[src/rtl/exp_pkg.sv]
// exp_pkg: default widths and log-word helpers shared by the exp_arb slice.
package exp_pkg;
    localparam int NREQ_DEF = 4;
    localparam int IDW_DEF  = 2;
    localparam int ASZ_DEF  = 8;
    localparam int OSZ_DEF  = 10;
    localparam int LSZ_DEF  = 12;
    localparam int DSZ_DEF  = 14;
    function automatic int align_sh(int d, int o);
        return d - o - 1;
    endfunction
    localparam int ALIGN_SH = align_sh(DSZ_DEF, OSZ_DEF);
    function automatic logic [31:0] log_field(logic [31:0] w, int lo, int n);
        return (w >> lo) & ((32'd1 << n) - 32'd1);
    endfunction
endpackage

[src/rtl/rr_arb.sv]
// rr_arb: round-robin one-hot grant, searching from the requester after the last winner.
module rr_arb #(
    parameter int NREQ = 4,
    parameter int IDW  = 2
) (
    input  logic            clk,
    input  logic            rst,
    input  logic [NREQ-1:0] req_i,
    output logic [NREQ-1:0] grant_o,
    output logic [IDW-1:0]  id_o,
    output logic            valid_o
);
    logic [IDW-1:0] last_q, last_d;
    always_comb begin
        grant_o = '0;
        id_o    = '0;
        valid_o = 1'b0;
        for (int k = 1; k <= NREQ; k++) begin
            if (!valid_o && req_i[(int'(last_q) + k) % NREQ]) begin
                valid_o = 1'b1;
                grant_o[(int'(last_q) + k) % NREQ] = 1'b1;
                id_o = IDW'((int'(last_q) + k) % NREQ);
            end
        end
    end
    assign last_d = valid_o ? id_o : last_q;
    always_ff @(posedge clk or posedge rst)
        if (rst) last_q <= IDW'(NREQ - 1);
        else last_q <= last_d;
endmodule

[src/rtl/exp_arb.sv]
// exp_arb: shares one registered exp table among requesters; returns the
// barrel-shifted linear magnitude tagged with the requester id, 3 cycles after accept.
module exp_arb
    import exp_pkg::*;
#(
    parameter int NREQ = NREQ_DEF,
    parameter int IDW  = IDW_DEF,
    parameter int asz  = ASZ_DEF,
    parameter int osz  = OSZ_DEF,
    parameter int lsz  = LSZ_DEF,
    parameter int dsz  = DSZ_DEF
) (
    input  logic                 clk,
    input  logic                 reset,
    input  logic [NREQ-1:0]      req_valid,
    input  logic [NREQ*lsz-1:0]  req_log,
    output logic [NREQ-1:0]      req_ready,
    output logic [asz-1:0]       tab_addr,
    input  logic [osz-1:0]       tab_expo,
    output logic                 out_valid,
    output logic [IDW-1:0]       out_id,
    output logic [dsz-1:0]       out_lin
);
    localparam int EW = lsz - asz;
    localparam int SH = align_sh(dsz, osz);
    logic [NREQ-1:0] gnt;
    logic [IDW-1:0]  gnt_id;
    logic            gnt_v, acc;
    logic [lsz-1:0]  acc_log;
    logic [asz-1:0]  tab_addr_q;
    logic [EW-1:0]   s1_exp_q, s2_exp_q;
    logic [IDW-1:0]  s1_id_q, s2_id_q, out_id_q;
    logic            s1_v_q, s2_v_q, out_valid_q;
    logic [dsz-1:0]  m, lin_d, out_lin_q;
    rr_arb #(.NREQ(NREQ), .IDW(IDW)) u_arb (
        .clk     (clk),
        .rst     (reset),
        .req_i   (req_valid),
        .grant_o (gnt),
        .id_o    (gnt_id),
        .valid_o (gnt_v)
    );
    assign req_ready = reset ? '0 : gnt;
    assign acc       = gnt_v & ~reset;
    assign acc_log   = req_log[int'(gnt_id)*lsz +: lsz];
    // Hidden leading one restored, then left-aligned so exponent 0 is full scale.
    assign m     = dsz'({1'b1, tab_expo}) << SH;
    assign lin_d = (int'(s2_exp_q) >= dsz) ? '0 : m >> s2_exp_q;
    always_ff @(posedge clk or posedge reset) begin
        if (reset) begin
            tab_addr_q  <= '0;
            s1_exp_q    <= '0;
            s1_id_q     <= '0;
            s1_v_q      <= 1'b0;
            s2_exp_q    <= '0;
            s2_id_q     <= '0;
            s2_v_q      <= 1'b0;
            out_valid_q <= 1'b0;
            out_id_q    <= '0;
            out_lin_q   <= '0;
        end else begin
            if (acc) begin
                tab_addr_q <= asz'(log_field(32'(acc_log), 0, asz));
                s1_exp_q   <= EW'(log_field(32'(acc_log), asz, EW));
                s1_id_q    <= gnt_id;
            end
            s1_v_q      <= acc;
            s2_exp_q    <= s1_exp_q;
            s2_id_q     <= s1_id_q;
            s2_v_q      <= s1_v_q;
            out_valid_q <= s2_v_q;
            if (s2_v_q) begin
                out_id_q  <= s2_id_q;
                out_lin_q <= lin_d;
            end
        end
    end
    assign tab_addr  = tab_addr_q;
    assign out_valid = out_valid_q;
    assign out_id    = out_id_q;
    assign out_lin   = out_lin_q;
endmodule

[config.mk]
export PLATFORM = sky130hd
export DESIGN_NAME = exp_arb
export DESIGN_NICKNAME = d
export VERILOG_FILES = /design/src/rtl/exp_pkg.sv /design/src/rtl/rr_arb.sv /design/src/rtl/exp_arb.sv
export SDC_FILE = /design/constraint.sdc
export NUM_CORES = 1
export LEC_CHECK = 0
export BUFFER_PORTS_ARGS = -buffer_cell sky130_fd_sc_hd__buf_2
export CAP_MARGIN = 20
export CELL_PAD_IN_SITES_DETAIL_PLACEMENT = 1
export CELL_PAD_IN_SITES_GLOBAL_PLACEMENT = 1
export CORE_ASPECT_RATIO = 1.25
export CORE_MARGIN = 3
export CORE_UTILIZATION = 43
export DETAILED_ROUTE_END_ITERATION = 8
export PLACE_DENSITY = 0.92
export SYNTH_ARGS = -nofsm -noshare
export SYNTH_HDL_FRONTEND = slang
export SYNTH_HIERARCHICAL = 1
export SYNTH_SLANG_ARGS = --single-unit
[constraint.sdc]
create_clock -name clk -period 8.7 [get_ports clk]
set_input_delay 0.435 -clock clk [delete_from_list [all_inputs] [get_ports clk]]
set_output_delay 0.435 -clock clk [all_outputs]
set_load 0.1 [all_outputs]
* After elaboration in Yosys (flattened, before gate mapping)
Index checks and enable logic that the tools add are counted.
** Word-level totals
- Input port bits :: 64
- Word-level logic and storage cells :: 84
- Register bits :: 41
- Output and inout bits :: 29
** Operators by class
- Multiplexer cells :: 34
- $lt $le $gt $ge :: 9
- Bitwise operators :: 9
- $add $sub $neg :: 4
- Reduce and logical (&&, ||, !) cells :: 14
- Multipliers :: 1
- Shift-type cells :: 2
** Operator list (count)
- indexed part select 48 x 7 -> 12 bit :: 1
- 2-to-1 mux 4 bit :: 5
- less-than comparator 3 x 4 -> 1 bit (second input constant) :: 4
- 2-to-1 mux 1 bit :: 16
- 2-to-1 mux 14 bit :: 1
- >> shifter 14 x 4 -> 14 bit :: 1
- greater-or-equal comparator 3 x 1 -> 1 bit (second input constant) :: 4
- bitwise OR 4 bit :: 3
- binary-select mux 1 bit (select 2 bit) :: 4
- demux 1 bit (select 2 bit) :: 4
- 2-to-1 mux 2 bit :: 4
- OR reduction 2 bit :: 4
- logical AND 1 bit :: 7
- adder 2 x 1 -> 2 bit (second input constant) :: 2
- adder 2 bit (second input constant) :: 2
- bitwise AND 1 bit (first input constant) :: 4
- greater-or-equal comparator 4 bit (second input constant) :: 1
- multiplier 2 x 2 -> 4 bit (second input constant) :: 1
- zero test 1 bit :: 3
- bitwise AND 1 bit :: 1
- inverter 1 bit :: 1

* Depth between registers and ports, before layout
- Word-level depth :: 18
- Depth in mapped cells :: 11
- Mapped depth without buffers :: 8

* By module
Netlist, hierarchy kept.
** By module, submodules not included
- exp_arb :: sequential area each 975.9 µm², cells each 173, area an instance 2205.9 µm², times used 1
- rr_arb :: sequential area each 52.6 µm², cells each 80, area an instance 689.4 µm², times used 1

* Worst setup path after synthesis
No wires, ideal clock.
- Path kind :: register -> output
- Start :: reg u_arb.last_q[0]
- End :: out req_ready[0]
- Slack :: 4.646 ns
- Buffers on the path :: 2
- Data required time :: 8.265 ns
- Data arrival time :: 3.619 ns
- Cell stages (with the launch flop) :: 10
- Cells stage by stage :: dfstp_2 -> buf_6 -> inv_1 -> ha_1 -> clkbuf_1 -> or3b_1 -> a211oi_1 -> o21ai_0 -> nand4_1 -> nor2b_1
** Between the ends
- Longest elaborated chain between the ends :: 15
- Elaborated cells on any way between the ends :: 61
- Those cells by class :: add/sub: 4; order compare: 8; mux: 28; bitwise: 7; reduce/logical: 14
** RTL lines
- start, declared :: line rr_arb.sv:13 : logic [IDW-1:0] last_q, last_d;
- start signal, assigned :: line rr_arb.sv:28 : if (rst) last_q <= IDW'(NREQ - 1);
- start signal, assigned :: line rr_arb.sv:29 : else last_q <= last_d;
- adder 2 x 1 -> 2 bit :: line rr_arb.sv:19, rr_arb.sv:21
- OR reduction 2 bit (no source line) or binary-select mux 1 bit (select 2 bit) (tied branches)
- bitwise AND 1 bit (no source line) or 2-to-1 mux 1 bit (tied branches)
- less-than comparator 3 x 4 -> 1 bit (not written as such), or another cell as far along :: line rr_arb.sv:21 : grant_o[(int'(last_q) + k) % NREQ] = 1'b1;
- logical AND 1 bit (not written as such) or 2-to-1 mux 1 bit (tied branches) :: line rr_arb.sv:21, rr_arb.sv:19
- 2-to-1 mux 1 bit (not written as such) or zero test 1 bit (tied branches) :: line rr_arb.sv:21, rr_arb.sv:19
- demux 1 bit (select 2 bit) or logical AND 1 bit (tied branches)
- 2-to-1 mux 4 bit or 2-to-1 mux 1 bit (tied branches) :: line rr_arb.sv:19 : if (!valid_o && req_i[(int'(last_q) + k) % NREQ]) begin
- bitwise OR 4 bit (no source line) or zero test 1 bit (tied branches)
- 2-to-1 mux 4 bit or logical AND 1 bit (tied branches) :: line rr_arb.sv:19
- bitwise OR 4 bit (no source line) or 2-to-1 mux 1 bit (tied branches)
- 2-to-1 mux 4 bit or zero test 1 bit (tied branches) :: line rr_arb.sv:19
- bitwise OR 4 bit (no source line) or logical AND 1 bit (tied branches)
- 2-to-1 mux 4 bit * :: line rr_arb.sv:19
- via gnt[0] :: line exp_arb.sv:26 : logic [NREQ-1:0] gnt;
- 2-to-1 mux 4 bit * :: line exp_arb.sv:43 : assign req_ready = reset ? '0 : gnt;
- end, declared :: line exp_arb.sv:17 : output logic [NREQ-1:0] req_ready,
Mark *: on every way through the listed nets, which the timed path passes. The rest lies on a longest branch. The select of a mux whose other input is x is not followed.

* Final worst setup path
- Start :: reg u_arb.last_q[0]
- End :: out req_ready[2]
Same word-level chain as after synthesis.

==> impl_metrics.tcl <==
set metrics [dict create \
    grt_usage_pct 22.73 \
    timing.final.hold_violations 0 \
    tns_ns 0 \
    tritoncts.num_buffers 5 \
    cp_slowest_stage_delay_ns 0.77 \
    grt_max_degree 33 \
    design.die.area_um2 7760 \
    cts_max_path_buffers 2 \
    cts.repair.resized 0 \
    synth.largest_area_cell "sky130_fd_sc_hd__dfrtp_1" \
    finalNetCount 406 \
    postSynthAreaPerCell_um2 11.44 \
    unrepaired_setup_endpoints_after_global_routing "no" \
    number_of_unique_standard_cell_types_used_by_synthesis 52 \
    yosysTopAreaCellShare_pct 33.71 \
    initial_utilization_pct 45.48 \
    path_delay_family "flip-flops" \
    worst_hold_path_type "in2async" \
    detailedRoute.firstPassIterationCount 4 \
    floorplan.die.height_um 97.74 \
    io_pins 93 \
    tritoncts "done" \
    top_post_synthesis_cells_by_area "sky130_fd_sc_hd__dfrtp_1, sky130_fd_sc_hd__mux2_2, sky130_fd_sc_hd__mux4_2" \
    clkTransAtPathRegs_ns 0.07 \
    post_cts.repair.setup_buffers 0 \
    synth_top_cells_by_count "sky130_fd_sc_hd__dfrtp_1, sky130_fd_sc_hd__mux2_2, sky130_fd_sc_hd__mux2i_1" \
    post_drt_wl_per_cell_um 20.64 \
    path_max_fanout 16 \
    place_congestion 0.8996 \
    final_min_period_over_clock_period_pct 46.40 \
    yosysSeqAreaShare_pct 35.52 \
    cp_data_required_time_ns 8.27 \
    post_cts_hold_buffer_count 0 \
    worstPathCellList "inv_1, ha_1, or3b_1, a211oi_1, o21ai_0, nand4_1, nor2b_1, buf_2" \
    ctsRootBufferMaster "sky130_fd_sc_hd__clkbuf_8" \
    final_antenna_net_count 0 \
    synthMostInstantiatedCell "sky130_fd_sc_hd__dfrtp_1" \
    clock_latency_at_the_later_pin_of_the_worst_skew_pair_ns 0.29 \
    maxCapViolations 0 \
    critPathCaptureType "primary output" \
    detailroute.via_count 2478 \
    clk_sinks 41 \
    dominantRegCellSynth "sky130_fd_sc_hd__dfrtp_1" \
    final_hpwl_dp_mm 6.733 \
    crit_path_start_kind "flop" \
    initial_antenna_violation_count 1 \
    first_global_vias 2640 \
    grt_first_pass_wirelength_mm 13.66 \
    placementRows 32 \
    port_buffers 92 \
    overflow 0 \
    drive_gt1_share_pct 43.71 \
    report.final.slew_viol_count 0 \
    detail_route.iter0.violations 98 \
    die_width_um 79.40 \
    crit_slowest_cell "sky130_fd_sc_hd__dfstp_2" \
    clock.fmax_ghz 0.2477 \
    area_growth_syn_to_layout_pct 18.84 \
    drc_violation_count_after_routing 0 \
    syn_area_um2 2895 \
    ctsHtreeMaxLevel 2 \
    skew_ns 0.002538 \
    timing.max_slew.rel_slack_pct 33.06 \
    worstSetupPathType "reg2out" \
    period_minus_slack_ns 4.037 \
    final.fill_count 735 \
    synth_enable_flop_cells 0 \
    tightestPinTransition_ns 1.004 \
    yosysWarningCount 6 \
    setup_violations 0 \
    vias_per_cell 5.900 \
    synthArstFlopShare_pct 100.0 \
    synthCells 253 \
    core_area_um2 6366 \
    cp.buffers_inverters 2 \
    arrival_ns 3.60 \
    synthesized_net_count 325 \
    sum_of_routed_wire_length_over_all_layers_mm 8.667 \
    synth_seq_cells 41 \
    run_status "complete, no violations" \
]
-- sequential cells by signal, summed over array words and instances (netlist names) --
register,flops
out_lin,14
tab_addr,8
s1_exp_q,4
s2_exp_q,4
out_id,2
s1_id_q,2
s2_id_q,2
u_arb/last_q,2
out_valid,1
s1_v_q,1
s2_v_q,1
-- cell type report --
cell class	count	area, um2	area share [%]
flip-flops and latches	41	1028	29.89
diodes	1	2.502	0.07273
inverters	9	33.78	0.9818
clock buffers	7	86.33	2.509
multi-input cells	182	1700	49.42
well taps	85	106.4	3.091
repair buffers	95	483.0	14.04
-- per-layer routing --
metal | GRT usage, % | up-vias | wire length, um
met4 | 9.392 | 0 | 249
met2 | 43.64 | 86 | 4910
li1 | - | 1114 | -
met5 | 0 | - | 0
met1 | 24.15 | 1261 | 3194
met3 | 3.229 | 17 | 312
-- cells in the final DEF (no fill, tap or decap), types with 9 or more instances in the layout --
cell type / count
sky130_fd_sc_hd__buf_2: 92
sky130_fd_sc_hd__dfrtp_1: 39
sky130_fd_sc_hd__mux2_2: 22
sky130_fd_sc_hd__mux2i_1: 15
sky130_fd_sc_hd__nor2_1: 14
sky130_fd_sc_hd__nand2_1: 14
sky130_fd_sc_hd__o21ai_0: 12
sky130_fd_sc_hd__nor2b_1: 10
sky130_fd_sc_hd__mux4_2: 10
sky130_fd_sc_hd__inv_1: 9
-- kinds of logic (layout without fill, tap and decap cells) --
| logic type | after synthesis | count (layout) | synth area share [%] |
|---|---|---|---|
| flip-flops | 41 | 41 | 35.52 |
| other | 0 | 1 | 0 |
| AND/OR/NAND/NOR | 63 | 63 | 11.93 |
| adder cells (fa/ha/maj) | 8 | 8 | 3.457 |
| multiplexers | 54 | 54 | 27.87 |
| AO/OA/AOI/OAI | 57 | 57 | 15.34 |
| buffers and inverters | 30 | 111 | 5.877 |
-- through the flow --
stage	cells	hold slack, ns	area (um2)	utilization, %	worst slack (ns)
after floorplan	253	0.3312	2895	-	4.646
after global placement	411	0.3323	3344	52.54	4.849
final	420	0.1602	3441	54.05	4.663
after CTS	418	0.1621	3431	53.89	4.696
after global routing	420	0.1824	3441	54.05	4.425
after detailed placement	411	0.3622	3344	52.54	4.704
-- worst paths after layout --
kind,slack [ns],cells after the start,start,end
max,4.66,8,u_arb/last_q[0],req_ready[2]
min,0.16,2,reset,out_lin[2]
max reg2reg,4.70,7,u_arb/last_q[0],tab_addr[2]
min reg2reg,0.38,0,s1_exp_q[2],s2_exp_q[2]
max in group asynchronous,7.84,3,reset,s2_exp_q[2]
min in group clk,0.38,0,s1_exp_q[2],s2_exp_q[2]
Power is not shown: default switching activity piles up to over one toggle a cycle in this logic, so the estimate is an artifact.
